[src/rtl/conv_result_writer.sv]
// conv_result_writer: gathers skewed per-lane accumulator results, applies
// optional ReLU, packs one result per lane into a word and writes it to the
// ofmap buffer, one write per complete lane set.
//
// Ports:
//   clk, rst          clock, synchronous active-high reset
//   start_i           one-cycle layer start (accepted only in IDLE)
//   ofmap_size_i      ofmap side length, latched on an accepted start
//   relu_en_i         ReLU enable, latched on an accepted start
//   conv_valid_i      per-lane result valid
//   conv_last_i       per-lane last-result marker
//   conv_result_i     per-lane signed results, lane c at [8c+7:8c]
//   wr_en_o           buffer write strobe
//   wr_addr_o         buffer word address
//   wr_data_o         packed word, lane c at [8c+7:8c]
//   busy_o            high while collecting
//   done_o            one-cycle completion pulse
//   overrun_o         sticky: a lane result was dropped
//   last_err_o        sticky: last markers disagree with the word count
module conv_result_writer #(
   parameter int N_COL  = 16,
   parameter int DATA_W = 8,
   parameter int ADDR_W = 10
) (
   input  logic                    clk,
   input  logic                    rst,
   input  logic                    start_i,
   input  logic [4:0]              ofmap_size_i,
   input  logic                    relu_en_i,
   input  logic [N_COL-1:0]        conv_valid_i,
   input  logic [N_COL-1:0]        conv_last_i,
   input  logic [N_COL*DATA_W-1:0] conv_result_i,
   output logic                    wr_en_o,
   output logic [ADDR_W-1:0]       wr_addr_o,
   output logic [N_COL*DATA_W-1:0] wr_data_o,
   output logic                    busy_o,
   output logic                    done_o,
   output logic                    overrun_o,
   output logic                    last_err_o
);

   typedef enum logic [1:0] {
      S_IDLE,
      S_COLLECT,
      S_DONE
   } state_t;

   state_t                    state_q, state_d;
   logic [4:0]                size_q, size_d;
   logic                      relu_q, relu_d;
   logic [ADDR_W-1:0]         cnt_q, cnt_d;
   logic [N_COL-1:0]          full_q, full_d;
   logic [N_COL-1:0]          last_q, last_d;
   logic [N_COL*DATA_W-1:0]   data_q, data_d;
   logic                      overrun_q, overrun_d;
   logic                      last_err_q, last_err_d;
   logic [ADDR_W-1:0]         addr_hold_q, addr_hold_d;
   logic [N_COL*DATA_W-1:0]   data_hold_q, data_hold_d;

   logic                      wr_en;
   logic [9:0]                size_sq;
   logic [ADDR_W-1:0]         final_idx;
   logic                      is_final;
   logic                      last_and;
   logic                      last_or;
   logic [DATA_W-1:0]         res;

   assign size_sq   = 10'(size_q) * 10'(size_q);
   assign final_idx = ADDR_W'(size_sq) - ADDR_W'(1);
   assign is_final  = (cnt_q == final_idx);
   assign wr_en     = (state_q == S_COLLECT) && (&full_q);
   assign last_and  = &last_q;
   assign last_or   = |last_q;

   always_comb begin
      state_d     = state_q;
      size_d      = size_q;
      relu_d      = relu_q;
      cnt_d       = cnt_q;
      full_d      = full_q;
      last_d      = last_q;
      data_d      = data_q;
      overrun_d   = overrun_q;
      last_err_d  = last_err_q;
      addr_hold_d = addr_hold_q;
      data_hold_d = data_hold_q;
      res         = '0;
      case (state_q)
         S_IDLE: begin
            full_d = '0;
            if (start_i) begin
               size_d     = ofmap_size_i;
               relu_d     = relu_en_i;
               cnt_d      = '0;
               overrun_d  = 1'b0;
               last_err_d = 1'b0;
               state_d    = (ofmap_size_i == 5'd0) ? S_DONE : S_COLLECT;
            end
         end
         S_COLLECT: begin
            if (wr_en) begin
               full_d      = '0;
               cnt_d       = cnt_q + ADDR_W'(1);
               addr_hold_d = cnt_q;
               data_hold_d = data_q;
               if ((last_or && (!last_and || !is_final)) ||
                   (is_final && !last_and))
                  last_err_d = 1'b1;
               if (is_final)
                  state_d = S_DONE;
            end
            // A slot being emptied this cycle takes the new value
            // directly, except on the layer's final write.
            for (int c = 0; c < N_COL; c++) begin
               if (conv_valid_i[c]) begin
                  if (wr_en ? !is_final : !full_q[c]) begin
                     res = conv_result_i[c*DATA_W +: DATA_W];
                     if (relu_q && res[DATA_W-1])
                        res = '0;
                     data_d[c*DATA_W +: DATA_W] = res;
                     last_d[c] = conv_last_i[c];
                     full_d[c] = 1'b1;
                  end else if (!wr_en) begin
                     overrun_d = 1'b1;
                  end
               end
            end
         end
         S_DONE: begin
            full_d  = '0;
            state_d = S_IDLE;
         end
         default: state_d = S_IDLE;
      endcase
   end

   always_ff @(posedge clk) begin
      if (rst) begin
         state_q     <= S_IDLE;
         size_q      <= '0;
         relu_q      <= 1'b0;
         cnt_q       <= '0;
         full_q      <= '0;
         last_q      <= '0;
         data_q      <= '0;
         overrun_q   <= 1'b0;
         last_err_q  <= 1'b0;
         addr_hold_q <= '0;
         data_hold_q <= '0;
      end else begin
         state_q     <= state_d;
         size_q      <= size_d;
         relu_q      <= relu_d;
         cnt_q       <= cnt_d;
         full_q      <= full_d;
         last_q      <= last_d;
         data_q      <= data_d;
         overrun_q   <= overrun_d;
         last_err_q  <= last_err_d;
         addr_hold_q <= addr_hold_d;
         data_hold_q <= data_hold_d;
      end
   end

   assign wr_en_o    = wr_en;
   assign wr_addr_o  = wr_en ? cnt_q : addr_hold_q;
   assign wr_data_o  = wr_en ? data_q : data_hold_q;
   assign busy_o     = (state_q == S_COLLECT);
   assign done_o     = (state_q == S_DONE);
   assign overrun_o  = overrun_q;
   assign last_err_o = last_err_q;

endmodule

[config.mk]
export PLATFORM = sky130hd
export DESIGN_NAME = conv_result_writer
export DESIGN_NICKNAME = d
export VERILOG_FILES = /design/src/rtl/conv_result_writer.sv
export SDC_FILE = /design/constraint.sdc
export NUM_CORES = 1
export LEC_CHECK = 0
export ABC_AREA = 1
export BUFFER_PORTS_ARGS = -buffer_cell sky130_fd_sc_hd__buf_4
export CAP_MARGIN = 20
export CORE_MARGIN = 2
export CORE_UTILIZATION = 40
export CTS_CLUSTER_DIAMETER = 150
export CTS_CLUSTER_SIZE = 24
export DETAILED_ROUTE_END_ITERATION = 6
export PLACE_DENSITY = 0.64
export SLEW_MARGIN = 20
export SYNTH_ARGS = -nofsm -noshare
export SYNTH_HDL_FRONTEND = slang
export SYNTH_SLANG_ARGS = --single-unit
export TNS_END_PERCENT = 5
[constraint.sdc]
create_clock -name clk -period 4.6 [get_ports clk]
set_clock_uncertainty 0.05 [all_clocks]
set_input_delay 0.92 -clock clk [delete_from_list [all_inputs] [get_ports clk]]
set_output_delay 0.92 -clock clk [all_outputs]
set_load 0.03 [all_outputs]
==> reports/qor.yml, run 1 <==
status: "finished, final reports clean"
r2r_slack_ns: 0.50
crit_fanout: 88
mostFrequentLayoutCells: "nand2_1 (579), dfxtp_1 (318), buf_4 (317)"
core_area_um2: 34300
via_per_inst: 4.93
finalPower_mw: 5.36
routed-wl-met3_um: 3030
ys_seq_elements: 318
grt_pass1_vias: 12200
p_per_area_nw_per_um2: 317
drt_iter0_markers: 631
final_nets: 2407
final_util_pct: 49.4
crit_required_ns: 3.63
post-route-period-util_pct: 91.7
cpPeakStageDelay_ns: 0.47
synth_enable_flop_cells: 0
end_kind: "output port"
route.met2.wl_um: 18100
cts.clk_slew.worst_paths_ns: 0.11
dieHeight_um: 190
criticalPathCategory: "reg -> out"
routed_wl_um: 40600
io_pins: 312
dr.pass1.iters: 5
wire_per_inst_um: 15.2
postSynthAreaPerCell_um2: 7.05
tns_ns: 0
timing.rr.end: "data_q[96]$_SDFFE_PP0P_"
numPortBuffers: 311
crit_arrival_ns: 3.25
drive_above_1_share_pct: 18.5
clk_latency_ns: 0.53
yosysTopAreaCell: "dfxtp_1"
synth_area_leaders: "dfxtp_1 (46%), nand2_1 (16%), a21oi_1 (9.5%)"
cts_resized: 0
diodes: 0
worstHoldStart: "data_q[124]$_SDFFE_PP0P_"
worst_slew_pin_slew_ns: 0.792
synth_nets: 2149
slew_headroom_pct: 47.2
hold_buffers: 0
synth_top_area_share_pct: 46.1
area_growth_pct: 22.6
rsz0062_at_grt: "no"
ys_warn_count: 0
hold_viol: 0
ys_seq_area_share_pct: 46.1
vias: 13200
worstSetupEndpoint: "wr_data_o[64]"
finalSetupViolations: 0
overflow: 0
timing.hold.worst.class: "reg -> reg"
cp_slowest_cell: "dfxtp_1"
initial_core_util_pct: 40.3
maxCapViolCount: 0
fin_crit_ns: 4.22
floorplan.die_area_um2: 36000
grt_max_degree: 89
async_reset_ff_share_pct: 0
synthFlopType: "dfxtp_1"
crit_path_start: "full_q[13]$_SDFFE_PP0P_"
gp_congestion: 0.897
tritoncts: "done"
die_w_um: 190
final_max_slew_viol_count: 0
antenna_found_initial: 2
cp-start-kind: "flip-flop"
synthesis.area_um2: 13800
final_common_cell: "nand2_1"
wl_met1_um: 18300
dp_hpwl_um: 29300
grt_first_pass_wirelength_um: 64200
postCtsSetupBuffers: 0
timing.rr.start: "size_q[4]$_SDFFE_PP0P_"
r2r_cells: 22
synthCells: 1961
track_usage_pct: 22.0
cp_cell_sequence: "inv_1 -> nor3_2 -> nand2_1 -> nor3_2 -> nand2_8 -> buf_4 -> buf_6 -> nand2_1 -> nand2_1 -> buf_4"
p_leak_nw: 8.15
final_area_um2: 16900
numCtsBuffers: 17
std_cell_rows: 68
max_freq_mhz: 237
crit_path_frequent_cell: "nand2_1"
numClockSinks: 318
placed_area_um2: 16500
ir_worst_vdd_mv: 0.296
synth.distinct_cells: 40
htreeDepth: 1
cts-root-buf: "clkbuf_16"
top_layer_used: "met5"
ant_nets: 0
detail_route.drc_violations: 0
ctsLongestPathBuffers: 3
==> report_power, final <==
part           internal (mW)  leakage [nW]  total (mW)  switching (mW)
Combinational          0.310          5.35       0.790           0.480
Sequential              2.87          2.58        2.96          0.0856
Clock                  0.683         0.224        1.62           0.932
Total                   3.86          8.15        5.36            1.50
==> per-stage QoR <==
stage	setup WS [ns]	hold WS [ns]	instances
2_1_floorplan	1.04	0.374	1961
3_3_place_gp	0.497	0.385	2655
3_5_place_dp	0.430	0.394	2655
4_1_cts	0.0925	0.408	2674
5_1_grt	0.00927	0.427	2674
6_report	0.382	0.406	2674
==> Yosys cell counts, drive strengths merged, types with 2 or more instances <==
cell / number
conb: 2
nor4: 9
ha: 15
fa: 4
nand4: 15
inv: 140
and2: 3
nand2: 609
a21oi: 263
nor3: 9
clkbuf: 59
o21ai: 147
nor2: 289
buf: 23
dfxtp: 318
xor2: 8
nand3b: 3
nand3: 32
xnor2: 4
a21boi: 4
==> worst min-delay path by stage <==
stage	to	slack, ns	cells past startpoint
finish	data_q[124]$_SDFFE_PP0P_	0.41	2
global route	data_q[124]$_SDFFE_PP0P_	0.43	2
CTS	data_q[120]$_SDFFE_PP0P_	0.41	2
detailed placement	data_q[120]$_SDFFE_PP0P_	0.39	2
global placement	data_q[120]$_SDFFE_PP0P_	0.39	2
floorplan	data_q[120]$_SDFFE_PP0P_	0.37	2
==> flip-flops by register name, summed over array words and instances (netlist names) <==
| signal | count |
|---|---|
| relu_q | 1 |
| last_err_o | 1 |
| size_q | 5 |
| data_q | 128 |
| cnt_q | 10 |
| full_q | 16 |
| state_q | 2 |
| data_hold_q | 128 |
| last_q | 16 |
| overrun_o | 1 |
| addr_hold_q | 10 |
==> layout make-up <==
cell class | instances | area (um^2)
inverter | 141 | 557
fill | 3467 | 17400
sequential | 318 | 6370
timing repair buffer | 321 | 2440
tap | 455 | 569
multi-input combinational | 1420 | 6550
clock inverter | 2 | 28.8
clock buffer | 17 | 425
==> kinds of logic (layout without fill, tap and decap cells) <==
group                      Yosys count  in the layout  share of synthesized area, %
xor gates and xnor gates            12             12                         0.761
and+or+nand+nor                    971            971                          29.0
DFF                                318            318                          46.1
other                                2              2                        0.0544
adders and majority gates           19             19                          1.94
AOI/OAI and AO/OA                  416            416                          15.5
buffers and inverters              223            481                          6.68
==> critical path, delay by kind of cell, from the launching register on <==
family | cells | cell delay, ns
and+or+nand+nor | 6 | 1.09
DFF | 1 | 0.47
buffers and inverters | 4 | 1.04
==> metal layers <==
layer  track usage [%]  up-vias
met3              4.72       73
met4              5.81        4
met2              35.9      395
met1              29.4     5972
li1                  -     6746
met5                 0        -
No activity file was read; power rests on OpenSTA's default activity.
==> inputs of run 2 (changes only) <==
--- a/config.mk
+++ b/config.mk
@@ -13,7 +13,6 @@
 export CTS_CLUSTER_DIAMETER = 150
 export CTS_CLUSTER_SIZE = 24
 export DETAILED_ROUTE_END_ITERATION = 6
-export PLACE_DENSITY = 0.64
 export SLEW_MARGIN = 20
 export SYNTH_ARGS = -nofsm -noshare
 export SYNTH_HDL_FRONTEND = slang
==> constraint.sdc (replaced) <==
create_clock -name clk -period 4.6 [get_ports clk]
set_clock_uncertainty 0.05 [all_clocks]
set_input_delay 0.46 -clock clk [delete_from_list [all_inputs] [get_ports clk]]
set_output_delay 0.46 -clock clk [all_outputs]
set_load 0.03 [all_outputs]
==> reports/qor.yml, run 2 (same netlist as run 1, synthesis figures left out) <==
status: "finished, final reports clean"
hold_path_end: "data_q[126]$_SDFFE_PP0P_"
p_per_area_nw_per_um2: 316  # about the same
vias: 13000  # -1.4%
drt_iter0_markers: 662  # +4.9%
wl_met1_um: 18900  # +3.1%
fill_cells: 3443  # -0.69%
timing.rr.end: "data_q[17]$_SDFFE_PP0P_"
ctsLongestPathBuffers: 3  # unchanged
final_max_slew_viol_count: 0  # unchanged
p_sw_mw: 1.49  # -0.71%
worstHoldStart: "conv_result_i[126]"
antenna_found_initial: 2  # unchanged
numPortBuffers: 311  # unchanged
timing.hold.worst.class: "in -> reg"
crit_required_ns: 4.09  # +0.46 ns
reg.largest.list: "data_hold_q: 128 flops, data_q: 128 flops"
htreeDepth: 1  # unchanged
top_layer_used: "met4"
post-route-period-util_pct: 91.1  # -0.61 points
crit_fanout: 69  # -22%
numCtsBuffers: 17  # unchanged
routed_wl_um: 40800  # +0.49%
cp-start-kind: "flip-flop"
r2r_slack_ns: 0.46  # -0.04 ns
cts.clk_slew.worst_paths_ns: 0.11  # about the same
criticalPathCategory: "reg -> out"
r2r_cells: 22  # unchanged
worst_slew_pin_slew_ns: 1.08  # +0.286 ns
whs_ns: 0.123  # -0.283 ns
sequentialPowerShare_pct: 55.4  # +0.3 points
finalPower_mw: 5.35  # -0.27%
rsz0062_at_grt: "no"
max_freq_mhz: 239  # +0.67%
grt_pass1_vias: 11900  # -2.2%
std_cell_rows: 68  # unchanged
final_nets: 2406  # -0.042%
drive_above_1_share_pct: 18.4  # -0.074 points
crit_arrival_ns: 3.68  # +0.43 ns
ant_nets: 0  # unchanged
clock_power_share_pct: 30.0  # about the same
floorplan.die_area_um2: 36000  # unchanged
p_sw_share_pct: 27.8  # -0.12 points
final_common_cell: "nand2_1"
grt_max_degree: 98  # +10%
hold_buffers: 0  # unchanged
via_per_inst: 4.87  # -1.4%
numClockSinks: 318  # unchanged
ir_worst_vdd_mv: 0.331  # +12%
track_usage_pct: 22.0  # +0.085 points
finalSetupViolations: 0  # unchanged
dp_hpwl_um: 28900  # -1.5%
detail_route.drc_violations: 0  # unchanged
dr.pass1.iters: 5  # unchanged
maxCapViolCount: 0  # unchanged
area_growth_pct: 22.4
power.internal_mw: 3.86  # -0.10%
p_comb_share_pct: 14.6  # about the same
timing.rr.start: "size_q[4]$_SDFFE_PP0P_"
clk_latency_ns: 0.53  # about the same
tritoncts: "done"
end_kind: "output port"
cts-root-buf: "clkbuf_16"
routed-wl-met3_um: 2790  # -8.0%
gp_congestion: 0.873  # -2.6%
p_leak_nw: 8.14  # -0.19%
wire_per_inst_um: 15.3  # +0.53%
dpl.cell_count: 2654  # -0.038%
postCtsSetupBuffers: 0  # unchanged
hold_viol: 0  # unchanged
dieHeight_um: 190  # unchanged
route.met2.wl_um: 18300  # +0.98%
io_pins: 312  # unchanged
tns_ns: 0  # unchanged
slew_headroom_pct: 28.0  # -19 points
overflow: 0  # unchanged
initial_core_util_pct: 40.3  # unchanged
min_path_cells: 3  # +1
mostFrequentLayoutCells: "nand2_1 (579), dfxtp_1 (318), buf_4 (318)"
fin_crit_ns: 4.19  # -0.0281 ns
grt_first_pass_wirelength_um: 64000  # -0.33%
core_area_um2: 34300  # unchanged
layout.cells.non_filler: 2673  # -0.037%
die_w_um: 190  # unchanged
run 2: cell count changes in the layout (fill, tap and decap cells not counted):
| cell | delta |
|---|---|
| buf_12 | -1 |
| buf_4 | +1 |
| buf_6 | -1 |
| diode_2 | +1 |
| inv_6 | -1 |
run 2: area by class of cell:
| cell class | count | area, um^2 | share of cell area, % |
|---|---|---|---|
| multi-input cells | 1420 | 6550 | 38.7 |
| well taps | 455 | 569 | 3.37 |
| clock inverters | 1 | 20.0 | 0.118 |
| diodes | 1 | 2.50 | 0.0148 |
| inverters | 141 | 557 | 3.29 |
| flip-flops and latches | 318 | 6370 | 37.7 |
| repair buffers | 320 | 2420 | 14.3 |
| clock buffers | 17 | 425 | 2.52 |
run 2: worst max path at each step:
stage               cells past startpoint               startpoint                      end  slack (ns)
global placement                       22   size_q[4]$_SDFFE_PP0P_  data_q[18]$_SDFFE_PP0P_        0.53
global route                           10  full_q[13]$_SDFFE_PP0P_           wr_data_o[127]        0.07
floorplan                              24   size_q[4]$_SDFFE_PP0P_   data_q[0]$_SDFFE_PP0P_        1.04
detailed placement                     20   size_q[4]$_SDFFE_PP0P_  data_q[17]$_SDFFE_PP0P_        0.39
finish                                 10  full_q[13]$_SDFFE_PP0P_           wr_data_o[127]        0.41
CTS                                    10  full_q[13]$_SDFFE_PP0P_           wr_data_o[127]        0.32
run 2: power groups by stage:
stage / logic [mW] / clock network [mW] / registers [mW]
after detailed placement: 0.782 / 0 / 3.03
after global placement: 0.769 / 0 / 3.02
after CTS: 0.786 / 1.67 / 2.96
final: 0.782 / 1.60 / 2.96
after floorplan: 0.523 / 0 / 2.99
after global routing: 0.891 / 1.75 / 2.98
run 2: stage by stage:
step | cell area (um^2) | util [%] | worst slack [ns]
after floorplan | 13800 | - | 1.04
after global placement | 16500 | 48.0 | 0.533
after detailed placement | 16500 | 48.0 | 0.386
after CTS | 16900 | 49.3 | 0.321
after global routing | 16900 | 49.3 | 0.0716
final | 16900 | 49.3 | 0.410
run 2: worst max-delay path, stage by stage, from the launching register on:
cell     delay [ns]
dfxtp_1        0.48
inv_1          0.08
nor3_2         0.21
nand2_1        0.08
nor3_2         0.37
nand2_8        0.38
inv_4          0.64
buf_4          0.44
nand2_1        0.13
nand2_1        0.12
buf_4          0.17
run 2: repair_timing:
item | in CTS | in global routing
resized for setup | 0 | 1
hold endpoints to repair | 0 | 0
endpoints found under the setup margin | 0 | 3
run 2: layer usage:
metal	global-route usage, %	up-vias
li1	-	6763
met1	30.8	5866
met2	35.3	337
met3	4.37	39
met4	4.71	0
met5	0	-
